### config.mk
export PLATFORM = sky130hd
export DESIGN_NAME = vga_timing_gen
export DESIGN_NICKNAME = d
export VERILOG_FILES = /design/src/rtl/vga_pkg.sv /design/src/rtl/vga_delay_line.sv /design/src/rtl/vga_timing_gen.sv
export SDC_FILE = /design/constraint.sdc
export NUM_CORES = 1
export LEC_CHECK = 0
export CORE_ASPECT_RATIO = 1.75
export CORE_MARGIN = 2
export CORE_UTILIZATION = 50
export DETAILED_ROUTE_END_ITERATION = 8
export PLACE_DENSITY_LB_ADDON = 0.2
export SYNTH_ARGS = -nofsm -noshare
export SYNTH_HDL_FRONTEND = slang
export SYNTH_HIERARCHICAL = 1
export SYNTH_SLANG_ARGS = --single-unit
### constraint.sdc
create_clock -name clk -period 1.8 [get_ports clk]
set_input_delay 0.36 -clock clk [delete_from_list [all_inputs] [get_ports clk]]
set_output_delay 0.36 -clock clk [all_outputs]
set_load 0.01 [all_outputs]
### src/rtl/vga_pkg.sv
// Shared VGA definitions: default 640x480@60 timing, colour width, address
// widths and the control-bundle layout carried alongside pixel data.
package vga_pkg;

    localparam int unsigned H_ACTIVE_DEF   = 640;
    localparam int unsigned H_FP_DEF       = 16;
    localparam int unsigned H_SYNC_DEF     = 96;
    localparam int unsigned H_BP_DEF       = 48;
    localparam int unsigned V_ACTIVE_DEF   = 480;
    localparam int unsigned V_FP_DEF       = 10;
    localparam int unsigned V_SYNC_DEF     = 2;
    localparam int unsigned V_BP_DEF       = 33;
    localparam int unsigned COLOR_W_DEF    = 3;
    localparam int unsigned FETCH_LEAD_DEF = 3;

    localparam int unsigned LINE_W   = 9;
    localparam int unsigned OFFSET_W = 10;

    // Per-position decode that travels with the frame-buffer fetch.
    typedef struct packed {
        logic hs;
        logic vs;
        logic de;
        logic fs;
    } vga_ctrl_t;

    localparam int unsigned CTRL_W = $bits(vga_ctrl_t);

    // True when pos lies in the half-open window [lo, lo+len).
    function automatic logic in_window(input int unsigned pos,
                                       input int unsigned lo,
                                       input int unsigned len);
        return (pos >= lo) && (pos < lo + len);
    endfunction

endpackage

### src/rtl/vga_delay_line.sv
// Fixed-latency shift register; clears to zero on reset.
// Ports: clk_i, reset_i (async active-high), d_i (WIDTH), q_o (d_i delayed DEPTH clocks).
module vga_delay_line #(
    parameter int unsigned WIDTH = 4,
    parameter int unsigned DEPTH = 3
) (
    input  logic             clk_i,
    input  logic             reset_i,
    input  logic [WIDTH-1:0] d_i,
    output logic [WIDTH-1:0] q_o
);

    logic [WIDTH-1:0] stage_q [DEPTH];

    always_ff @(posedge clk_i or posedge reset_i) begin
        if (reset_i) begin
            for (int i = 0; i < int'(DEPTH); i++) begin
                stage_q[i] <= '0;
            end
        end else begin
            stage_q[0] <= d_i;
            for (int i = 1; i < int'(DEPTH); i++) begin
                stage_q[i] <= stage_q[i-1];
            end
        end
    end

    assign q_o = stage_q[DEPTH-1];

endmodule

### src/rtl/vga_timing_gen.sv
// VGA raster timing generator with frame-buffer address output and optional
// 2x pixel/line doubling. Sync/de/frame_start are delayed to line up with the
// frame-buffer read data so every output describes the same raster position.
// Ports: clk, reset (async active-high), scale2x (doubling request, sampled
// at end of frame), pixel_in (frame-buffer data); line/offset (fetch address),
// color, hsync, vsync, de, frame_start (all registered).
module vga_timing_gen
    import vga_pkg::*;
#(
    parameter int unsigned H_ACTIVE   = H_ACTIVE_DEF,
    parameter int unsigned H_FP       = H_FP_DEF,
    parameter int unsigned H_SYNC     = H_SYNC_DEF,
    parameter int unsigned H_BP       = H_BP_DEF,
    parameter int unsigned V_ACTIVE   = V_ACTIVE_DEF,
    parameter int unsigned V_FP       = V_FP_DEF,
    parameter int unsigned V_SYNC     = V_SYNC_DEF,
    parameter int unsigned V_BP       = V_BP_DEF,
    parameter logic        HS_POL     = 1'b0,
    parameter logic        VS_POL     = 1'b0,
    parameter int unsigned COLOR_W    = COLOR_W_DEF,
    parameter int unsigned FETCH_LEAD = FETCH_LEAD_DEF
) (
    input  logic                clk,
    input  logic                reset,
    input  logic                scale2x,
    input  logic [COLOR_W-1:0]  pixel_in,
    output logic [LINE_W-1:0]   line,
    output logic [OFFSET_W-1:0] offset,
    output logic [COLOR_W-1:0]  color,
    output logic                hsync,
    output logic                vsync,
    output logic                de,
    output logic                frame_start
);

    localparam int unsigned H_TOTAL = H_ACTIVE + H_FP + H_SYNC + H_BP;
    localparam int unsigned V_TOTAL = V_ACTIVE + V_FP + V_SYNC + V_BP;
    localparam int unsigned HW      = $clog2(H_TOTAL);
    localparam int unsigned VW      = $clog2(V_TOTAL);

    logic [HW-1:0]       hcount_q, hcount_d;
    logic [VW-1:0]       vcount_q, vcount_d;
    logic                scale_q, scale_d;
    logic [LINE_W-1:0]   line_q, line_d;
    logic [OFFSET_W-1:0] offset_q, offset_d;
    logic [COLOR_W-1:0]  color_q;
    logic                hsync_q, vsync_q, de_q, fs_q;

    logic      h_last, v_last, active;
    vga_ctrl_t ctrl_now, ctrl_dly;

    assign h_last = (hcount_q == HW'(H_TOTAL - 1));
    assign v_last = (vcount_q == VW'(V_TOTAL - 1));
    assign active = (hcount_q < HW'(H_ACTIVE)) && (vcount_q < VW'(V_ACTIVE));

    // Raster counters; scale mode only changes as the frame wraps.
    always_comb begin
        hcount_d = hcount_q + HW'(1);
        vcount_d = vcount_q;
        scale_d  = scale_q;
        if (h_last) begin
            hcount_d = '0;
            vcount_d = v_last ? '0 : vcount_q + VW'(1);
            if (v_last) begin
                scale_d = scale2x;
            end
        end
    end

    // Fetch address for the current position; zero outside active video.
    always_comb begin
        line_d   = '0;
        offset_d = '0;
        if (active) begin
            if (scale_q) begin
                line_d   = LINE_W'(vcount_q >> 1);
                offset_d = OFFSET_W'(hcount_q >> 1);
            end else begin
                line_d   = LINE_W'(vcount_q);
                offset_d = OFFSET_W'(hcount_q);
            end
        end
    end

    // Undelayed decode of the current position (sync in true sense, polarity applied at output).
    always_comb begin
        ctrl_now.hs = in_window(32'(hcount_q), H_ACTIVE + H_FP, H_SYNC);
        ctrl_now.vs = in_window(32'(vcount_q), V_ACTIVE + V_FP, V_SYNC);
        ctrl_now.de = active;
        ctrl_now.fs = (hcount_q == '0) && (vcount_q == '0);
    end

    // Match the frame-buffer read latency so decode lands with pixel_in.
    vga_delay_line #(
        .WIDTH (CTRL_W),
        .DEPTH (FETCH_LEAD)
    ) u_ctrl_dly (
        .clk_i   (clk),
        .reset_i (reset),
        .d_i     (ctrl_now),
        .q_o     (ctrl_dly)
    );

    always_ff @(posedge clk or posedge reset) begin
        if (reset) begin
            hcount_q <= '0;
            vcount_q <= '0;
            scale_q  <= 1'b0;
            line_q   <= '0;
            offset_q <= '0;
            color_q  <= '0;
            hsync_q  <= ~HS_POL;
            vsync_q  <= ~VS_POL;
            de_q     <= 1'b0;
            fs_q     <= 1'b0;
        end else begin
            hcount_q <= hcount_d;
            vcount_q <= vcount_d;
            scale_q  <= scale_d;
            line_q   <= line_d;
            offset_q <= offset_d;
            color_q  <= ctrl_dly.de ? pixel_in : '0;
            hsync_q  <= ctrl_dly.hs ? HS_POL : ~HS_POL;
            vsync_q  <= ctrl_dly.vs ? VS_POL : ~VS_POL;
            de_q     <= ctrl_dly.de;
            fs_q     <= ctrl_dly.fs;
        end
    end

    assign line        = line_q;
    assign offset      = offset_q;
    assign color       = color_q;
    assign hsync       = hsync_q;
    assign vsync       = vsync_q;
    assign de          = de_q;
    assign frame_start = fs_q;

endmodule

; ---- Word level (Yosys, flattened, before mapping)
; Cells that the tools add are included.
[word_totals]
reg_bits = 59
latch_bits = 0
ram_bits = 0
rom_bits = 0
input_bits = 6
output_inout_bits = 26
elab_cells = 39
memories = 0
[op_classes]
n_addsub = 2
n_mul = 0
div_mod_pow = 0
magnitude_cmp = 6
n_eq_ne = 2
n_shift = 0
mux = 9
bitwise = 0
n_reduce_logical = 7
[ops]
columns = cell, n
row1 = $mux 10, 4
row2 = $add 10x1->10 const B, 2
row3 = $eq 10x10->1 const B, 2
row4 = $logic_not 10->1, 2
row5 = $lt 10x10->1 const B, 2
row6 = $lt 10x9->1 const B, 2
row7 = $mux 9, 2
row8 = $ge 10x10->1 const B, 1
row9 = $ge 10x9->1 const B, 1
row10 = $logic_and 1x1->1, 4
row11 = $mux 3, 1
row12 = $mux 1, 2
row13 = $reduce_and 2->1, 1

; ---- Longest topological paths before layout
; Gate-level depths: netlist of run 1.
[depth]
word_depth = 3
depth_mapped = 6
mapped_depth_nobuf = 6

; ---- By module
; Netlist of run 1, hierarchy kept.
[by_module_without_submodules]
columns = mod, instances, cells_each, area_per_inst_um2, seq_area_each_um2
row1 = vga_timing_gen, 1, 189, 2155.8, 1178.6
row2 = vga_delay_line, 1, 17, 334.1, 300.3

; ---- Worst setup path after synthesis of run 1
; No wires, ideal clock.
[synth_path]
path_type = flip-flop to flip-flop
startpoint = register hcount_q[6]
endpoint = register scale_q
setup_time_ns = 0.128
t_arrival_ns = 1.400
required_time_ns = 1.672
setup_slack_ns = 0.272
stages_incl_launch_ff = 6
n_path_buf = 1
synth_period_minus_slack_ns = 1.528
path_cell_list = dfrtp_1 buf_6 and4bb_4 nand3_4 nor2_4 mux2_1
[synth_via]
elab_chain_len = 2
[synth_rtl]
columns = element, line_no
row1 = start: declaration, vga_timing_gen.sv:41  ; logic [HW-1:0] hcount_q, hcount_d;
row2 = start signal: assignment, vga_timing_gen.sv:117  ; hcount_q <= hcount_d;
row3 = $eq 10x10->1, vga_timing_gen.sv:52  ; assign h_last = (hcount_q == HW'(H_TOTAL - 1));
row4 = $reduce_and 2->1 (no source line), --
row5 = end signal: assignment, vga_timing_gen.sv:119  ; scale_q <= scale_d;
row6 = end: declaration, vga_timing_gen.sv:43  ; logic scale_q, scale_d;
; Every way passes these cells.
; A chain may end at the register's enable or synchronous reset.

; ---- Final worst setup path of run 1
[layout_path]
startpoint = register vsync_q, in the netlist vsync
endpoint = output vsync
[layout_lines]
columns = element, line_no
row1 = start: declaration, vga_timing_gen.sv:47  ; logic hsync_q, vsync_q, de_q, fs_q;
row2 = start signal: assignment, vga_timing_gen.sv:113  ; vsync_q <= ~VS_POL;
row3 = start signal: assignment, vga_timing_gen.sv:124  ; vsync_q <= ctrl_dly.vs ? VS_POL : ~VS_POL;
row4 = end: declaration, vga_timing_gen.sv:31  ; output logic vsync,
; No word-level cell between the ends.

==> flow_metrics.py, run 1 <==
metrics = {
    "logic_synthesis": {
        "ys_seq_elements": 59,
        "synth_edf_count": 0,
        "synth_xor_area_frac": 0.0387,
        "ys_seq_area_frac": 0.594,
        "yosys.area.top_type_share": 0.573,
        "synthDistinctLibCells": 40,
        "synth_ff_type": "dfrtp_1",
        "synth-compound-area-share": 0.0281,
        "ys_warn_count": 6,
        "yosysMostFrequentCell": "dfrtp_1",
        "async_flop_share": 1.00,
        "synthTopCellsByArea": "dfrtp_1 57%, mux2i_1 7.2%, nor2_1 3.3%, xnor2_1 2.5%, buf_4 2.1%",
        "synth_fa_ha_area_frac": 0.0201,
        "syn_inst": 206,
        "synth_simple_gate_area_frac": 0.179,
        "synth_top_family_by_area": "simple AND/OR/NAND/NOR gates",
        "synth_top_cells_by_count": "57 x dfrtp_1, 22 x nor2_1, 18 x mux2i_1",
        "syn_area_um2": 2490,
        "muxShareOfSynthArea": 0.0769,
        "synth_area_per_cell_um2": 12.1,
        "syn_nets": 216,
        "synth_top_area_cell": "dfrtp_1",
    },
    "cts": {
        "root_buffer": "clkbuf_8",
        "cts_tree": "done",
        "cts_buffers": 9,
        "postCtsSetupRepairBufs": 0,
        "clock-sinks": 59,
        "clk_path_buf_depth": 2,
        "clk_pin_slew_ns": 0.07,
        "htree_levels": 3,
        "clkLatencyLatePin_ns": 0.33,
    },
    "place": {
        "port_buffers": 31,
        "hpwl_um": 3160,
        "place_congestion": 0.824,
    },
    "layout": {
        "regArea_um2": 1480,
        "antenna_cells": 0,
        "multi_input_area_um2": 866,
        "fin_nets": 250,
        "layout-drive-gt1-share": 0.159,
        "area.growth.synth_to_final_pct": 21.9,
        "fillCellCount": 392,
    },
    "detailed_routing": {
        "ant_nets": 0,
        "wire_per_inst_um": 15.0,
        "drt_iter0_drc": 28,
        "routed_wl_um": 4490,
        "num_vias": 1587,
        "drc_errors": 0,
        "dr.pass1.iters": 4,
        "via_per_inst": 5.31,
    },
    "worst_setup_path": {
        "max_stage_delay_ns": 0.52,
        "path_class": "register to primary output",
        "end_kind": "primary output",
        "start_kind": "register",
        "cp_slowest_cell": "dfstp_2",
        "crit_fanout": 1,
        "worst-path-buf-inv": 1,
        "cp.depth": 1,
        "path_cells": "clkdlybuf4s50_1",
        "worst_ep_required_time_ns": 1.44,
        "ff2ff_path_depth": 5,
        "critical_path_arrival_ns": 1.38,
        "cp_top_family": "flip-flops",
    },
    "sta": {
        "setup_viol": 0,
        "finalHoldViolations": 0,
        "maxSlewViolCount": 0,
        "worst_pin_slew_ns": 0.438,
        "min_period_ns": 1.74,
        "timing.final.crit_share": 0.964,
        "fmaxAchievable_ghz": 0.576,
        "rsz0062_at_grt": "false",
        "clock-skew-final_ns": 0.00463,
        "setup_tns_ns": 0,
        "slew_headroom": 0.708,
    },
    "grt": {
        "grt_max_degree": 48,
        "track_usage": 0.189,
        "grt_pass1_vias": 1676,
        "grt_pass1_wl_um": 7940,
        "grt_overflow": 0,
        "antenna_found_initial": 0,
    },
    "floorplan": {
        "rows": 34,
        "io_pins": 32,
        "core_um2": 4890,
        "initial_core_util": 0.509,
        "dieArea_um2": 5580,
        "die_h_um": 97.4,
        "die_w_um": 57.3,
    },
    "power": {
        "totalPowerFinal_mw": 2.58,
        "powerDensity_nw_per_um2": 849,
        "clkPwrFrac": 0.463,
        "power_leakage_nw": 1.32,
        "ir_drop_v": 0.000691,
        "p_seq_frac": 0.516,
        "p_comb_frac": 0.021,
        "p_int_mw": 2.00,
        "p_sw_uw": 582,
        "sw_frac_of_total": 0.226,
    },
    "run": {
        "cap_violations": 0,
    },
    "min_path": {
        "min-delay-path-class": "register to register",
        "holdPathStages": 0,
    },
    "run_status": {
        "status": "finished, final reports clean",
    },
}
## final cells by class
type	instances	area share
Timing Repair Buffer	39	0.126
Clock buffer	9	0.0408
Tap cell	54	0.0223
Multi-Input combinational cell	121	0.285
Sequential cell	59	0.487
Clock inverter	7	0.0256
Inverter	10	0.0124
## stage by stage
step           cells  area [um2]  hold WS, ns  utilization  worst slack, ns
3_3_place_gp     283        2820        0.331        0.577            0.113
6_report         299        3030        0.349        0.620           0.0644
5_1_grt          299        3030        0.358        0.620          0.00315
2_1_floorplan    206        2490        0.225            -            0.272
4_1_cts          299        3020        0.351        0.618           0.0361
3_5_place_dp     283        2820        0.335        0.577           0.0877
## layout by cell type, fill, tap and decap left out, types with 3 or more instances in the layout
cell type        netlist  final
o21ai_0                8      8
and2_1                 3      3
a21oi_1                4      4
buf_4                  7      7
dfrtp_1               57     57
mux2i_1               18     18
xor2_1                 4      4
clkdlybuf4s50_1        0     31
nand2_1                6      6
ha_1                   4      4
inv_1                 10      9
nand4_1                6      6
clkinvlp_4             0      4
xnor2_1                7      7
nand3_1                9      9
nor2_1                22     22
clkbuf_8               1      9
nor4_1                 5      5
and3_1                 3      3
## flip-flops by register name, summed over array words and instances (netlist names)
name	cells
offset	10
hcount_q	10
de	1
scale_q	1
u_ctrl_dly/q_o	4
u_ctrl_dly/stage_q	8
line	9
vsync	1
hsync	1
frame_start	1
color	3
vcount_q	10
## power by group through the flow
stage / registers [mW] / clock network [mW] / logic [mW]
after detailed placement: 1.35 / 0 / 0.0559
after global placement: 1.35 / 0 / 0.0549
final: 1.33 / 1.19 / 0.0534
after floorplan: 1.36 / 0 / 0.0218
after CTS: 1.33 / 1.23 / 0.0563
after global routing: 1.33 / 1.29 / 0.0609
## final timing paths
path                                              from               endpoint  slack (ns)
worst max register to register             hcount_q[0]                scale_q        0.11
worst max-delay path                             vsync                  vsync        0.06
worst min-delay path            u_ctrl_dly/stage_q[11]  u_ctrl_dly/stage_q[7]        0.35
max in group asynchronous                        reset                  vsync        1.10
worst min register to register  u_ctrl_dly/stage_q[11]  u_ctrl_dly/stage_q[7]        0.35
min in group asynchronous                        reset      u_ctrl_dly/q_o[3]        0.37
## kinds of logic after synthesis
kind of cell / Yosys count
mux: 19
xor+xnor: 11
simple gates: 74
buf+inv: 26
fa+ha+maj: 4
flops: 59
compound gates: 13
## timing repair
item,4_1_cts,5_1_grt
resized for setup,0,2
hold buffers,0,0
setup endpoints to repair,0,1
## metal layers
layer | GRT usage | vias up | wire (um)
met5 | 0 | - | 0
met4 | 0.0984 | 0 | 121
met3 | 0.0613 | 12 | 211
met2 | 0.309 | 38 | 2410
met1 | 0.214 | 768 | 1750
li1 | - | 769 | -
(Power assumes the default switching activity.)
==> run 2: changes to the inputs <==
- SLEW_MARGIN: unset -> 20
==> results of run 2 <==
No change in the layout: final DEF, timing and power equal those of run 1.
==> run 3: changes to the inputs <==
- CTS_BUF_LIST: unset -> sky130_fd_sc_hd__clkbuf_4 sky130_fd_sc_hd__clkbuf_8 sky130_fd_sc_hd__clkbuf_16
- REMOVE_ABC_BUFFERS: unset -> 1
- SETUP_SLACK_MARGIN: unset -> 0.5
==> run 3 against run 2 <==
Compared with the run above:
- count of clock-buffer cells in the layout grew 1
- critical path type is now register to register
- total power up 17%
- core utilization grew 11 points
- fmax increased by 14%
- sequential power is essentially flat
==> flow_metrics.py, run 3 (synthesized netlist as in run 1, its figures left out) <==
metrics = {
    "sta": {
        "worst_pin_slew_ns": 0.445,
        "setup_viol": 0,
        "clock-skew-final_ns": 0.00770,
        "min_period_ns": 1.52,
        "hold_slack_ns": 0.349,
        "fmaxAchievable_ghz": 0.657,
        "setup_tns_ns": 0,
        "finalHoldViolations": 0,
        "timing.final.crit_share": 0.845,
        "finalWorstSetupSlack_ns": 0.278,
        "maxSlewViolCount": 0,
        "slew_headroom": 0.703,
        "rsz0062_at_grt": "true",
    },
    "cts": {
        "clk_path_buf_depth": 2,
        "clock-sinks": 59,
        "cts_buffers": 9,
        "root_buffer": "clkbuf_8",
        "clk_pin_slew_ns": 0.06,
        "clkLatencyLatePin_ns": 0.34,
        "cts_tree": "done",
        "htree_levels": 3,
    },
    "worst_setup_path": {
        "path_class": "register to register",
        "rr_endpoint": "scale_q",
        "ff2ff_path_depth": 6,
        "start_kind": "register",
        "r2r_start": "vcount_q[0]",
        "critical_path_arrival_ns": 1.74,
        "worst_ep_required_time_ns": 2.02,
        "crit_fanout": 3,
        "ff2ff_setup_slack_ns": 0.28,
        "end_kind": "register",
    },
    "min_path": {
        "min-delay-path-class": "register to register",
        "holdPathEnd": "frame_start",
        "hold_start": "u_ctrl_dly/q_o[0]",
        "holdPathStages": 0,
    },
    "detailed_routing": {
        "dr.pass1.iters": 4,
        "via_per_inst": 5.54,
        "drc_errors": 0,
        "num_vias": 1868,
        "wire_per_inst_um": 17.9,
        "routed_wl_um": 6050,
        "drt_iter0_drc": 30,
        "ant_nets": 0,
    },
    "place": {
        "pre_cts_slack_ns": 0.139,
        "hpwl_um": 3160,
        "place_congestion": 0.875,
        "port_buffers": 31,
        "placed_cell_area_um2": 2840,
    },
    "layout": {
        "antenna_cells": 0,
        "regArea_um2": 1490,
        "layout-drive-gt1-share": 0.537,
        "design_area_um2": 3570,
        "fillCellCount": 319,
        "multi_input_area_um2": 1080,
        "layout_common_cells": "46 x dfrtp_1, 32 x buf_4, 18 x mux2i_1",
        "final_common_cell": "dfrtp_1",
        "fin_nets": 288,
        "area.growth.synth_to_final_pct": 43.2,
    },
    "floorplan": {
        "core_um2": 4890,
        "die_h_um": 97.4,
        "initial_core_util": 0.509,
        "io_pins": 32,
        "rows": 34,
        "die_w_um": 57.3,
        "dieArea_um2": 5580,
    },
    "grt": {
        "grt_overflow": 0,
        "grt_max_degree": 21,
        "antenna_found_initial": 0,
        "track_usage": 0.210,
        "grt_pass1_wl_um": 8730,
        "grt_pass1_vias": 1889,
    },
    "power": {
        "power_leakage_nw": 1.65,
        "ir_drop_v": 0.000822,
        "powerDensity_nw_per_um2": 843,
        "totalPowerFinal_mw": 3.01,
    },
    "run": {
        "cap_violations": 0,
    },
    "run_status": {
        "status": "finished, final reports clean",
    },
}
[run 3: worst max-delay path by stage]
stage,startpoint,to,slack [ns],cells after the start
6_report,vcount_q[0],scale_q,0.28,6
5_1_grt,hcount_q[6],scale_q,0.22,4
4_1_cts,vcount_q[6],scale_q,0.30,4
3_5_place_dp,vcount_q[1],scale_q,0.14,6
3_3_place_gp,vcount_q[1],scale_q,0.20,6
2_1_floorplan,vcount_q[1],scale_q,0.28,6
[run 3: final cells by class]
class	count	area share
sequential	59	0.419
multi-input combinational	122	0.304
timing repair buffer	76	0.171
clock buffer	10	0.0386
clock inverter	6	0.0382
tap	54	0.0189
inverter	10	0.0105
[run 3: through the flow]
stage / util / instances
6_report: 0.729 / 337
3_3_place_gp: 0.580 / 285
3_5_place_dp: 0.580 / 285
4_1_cts: 0.697 / 325
5_1_grt: 0.729 / 337
2_1_floorplan: - / 190
[run 3: report_power, final]
part | internal (mW) | switching [mW]
registers | 1.33 | 0.000661
logic | 0.0195 | 0.0321
clock network | 1.10 | 0.527
total | 2.45 | 0.560
[run 3: repair_timing]
action / CTS / global route
buffers inserted: 23 / 11
endpoints found under the setup margin: 60 / 62
gates resized for setup: 104 / 72
gates cloned: 1 / 1
pin swaps: 21 / 11
hold buffers: 0 / 0
[run 3: routing by layer]
metal | routed length (um) | GRT usage
met3 | 231 | 0.0666
met2 | 3370 | 0.345
met5 | 0 | 0
met4 | 215 | 0.132
met1 | 2240 | 0.226
[run 3: critical path, stage by stage, from the launching register on]
cell	delay, ns
dfrtp_1	0.37
inv_1	0.13
ha_1	0.18
nor2b_4	0.19
nand4_4	0.10
nor2_4	0.13
mux2_4	0.30
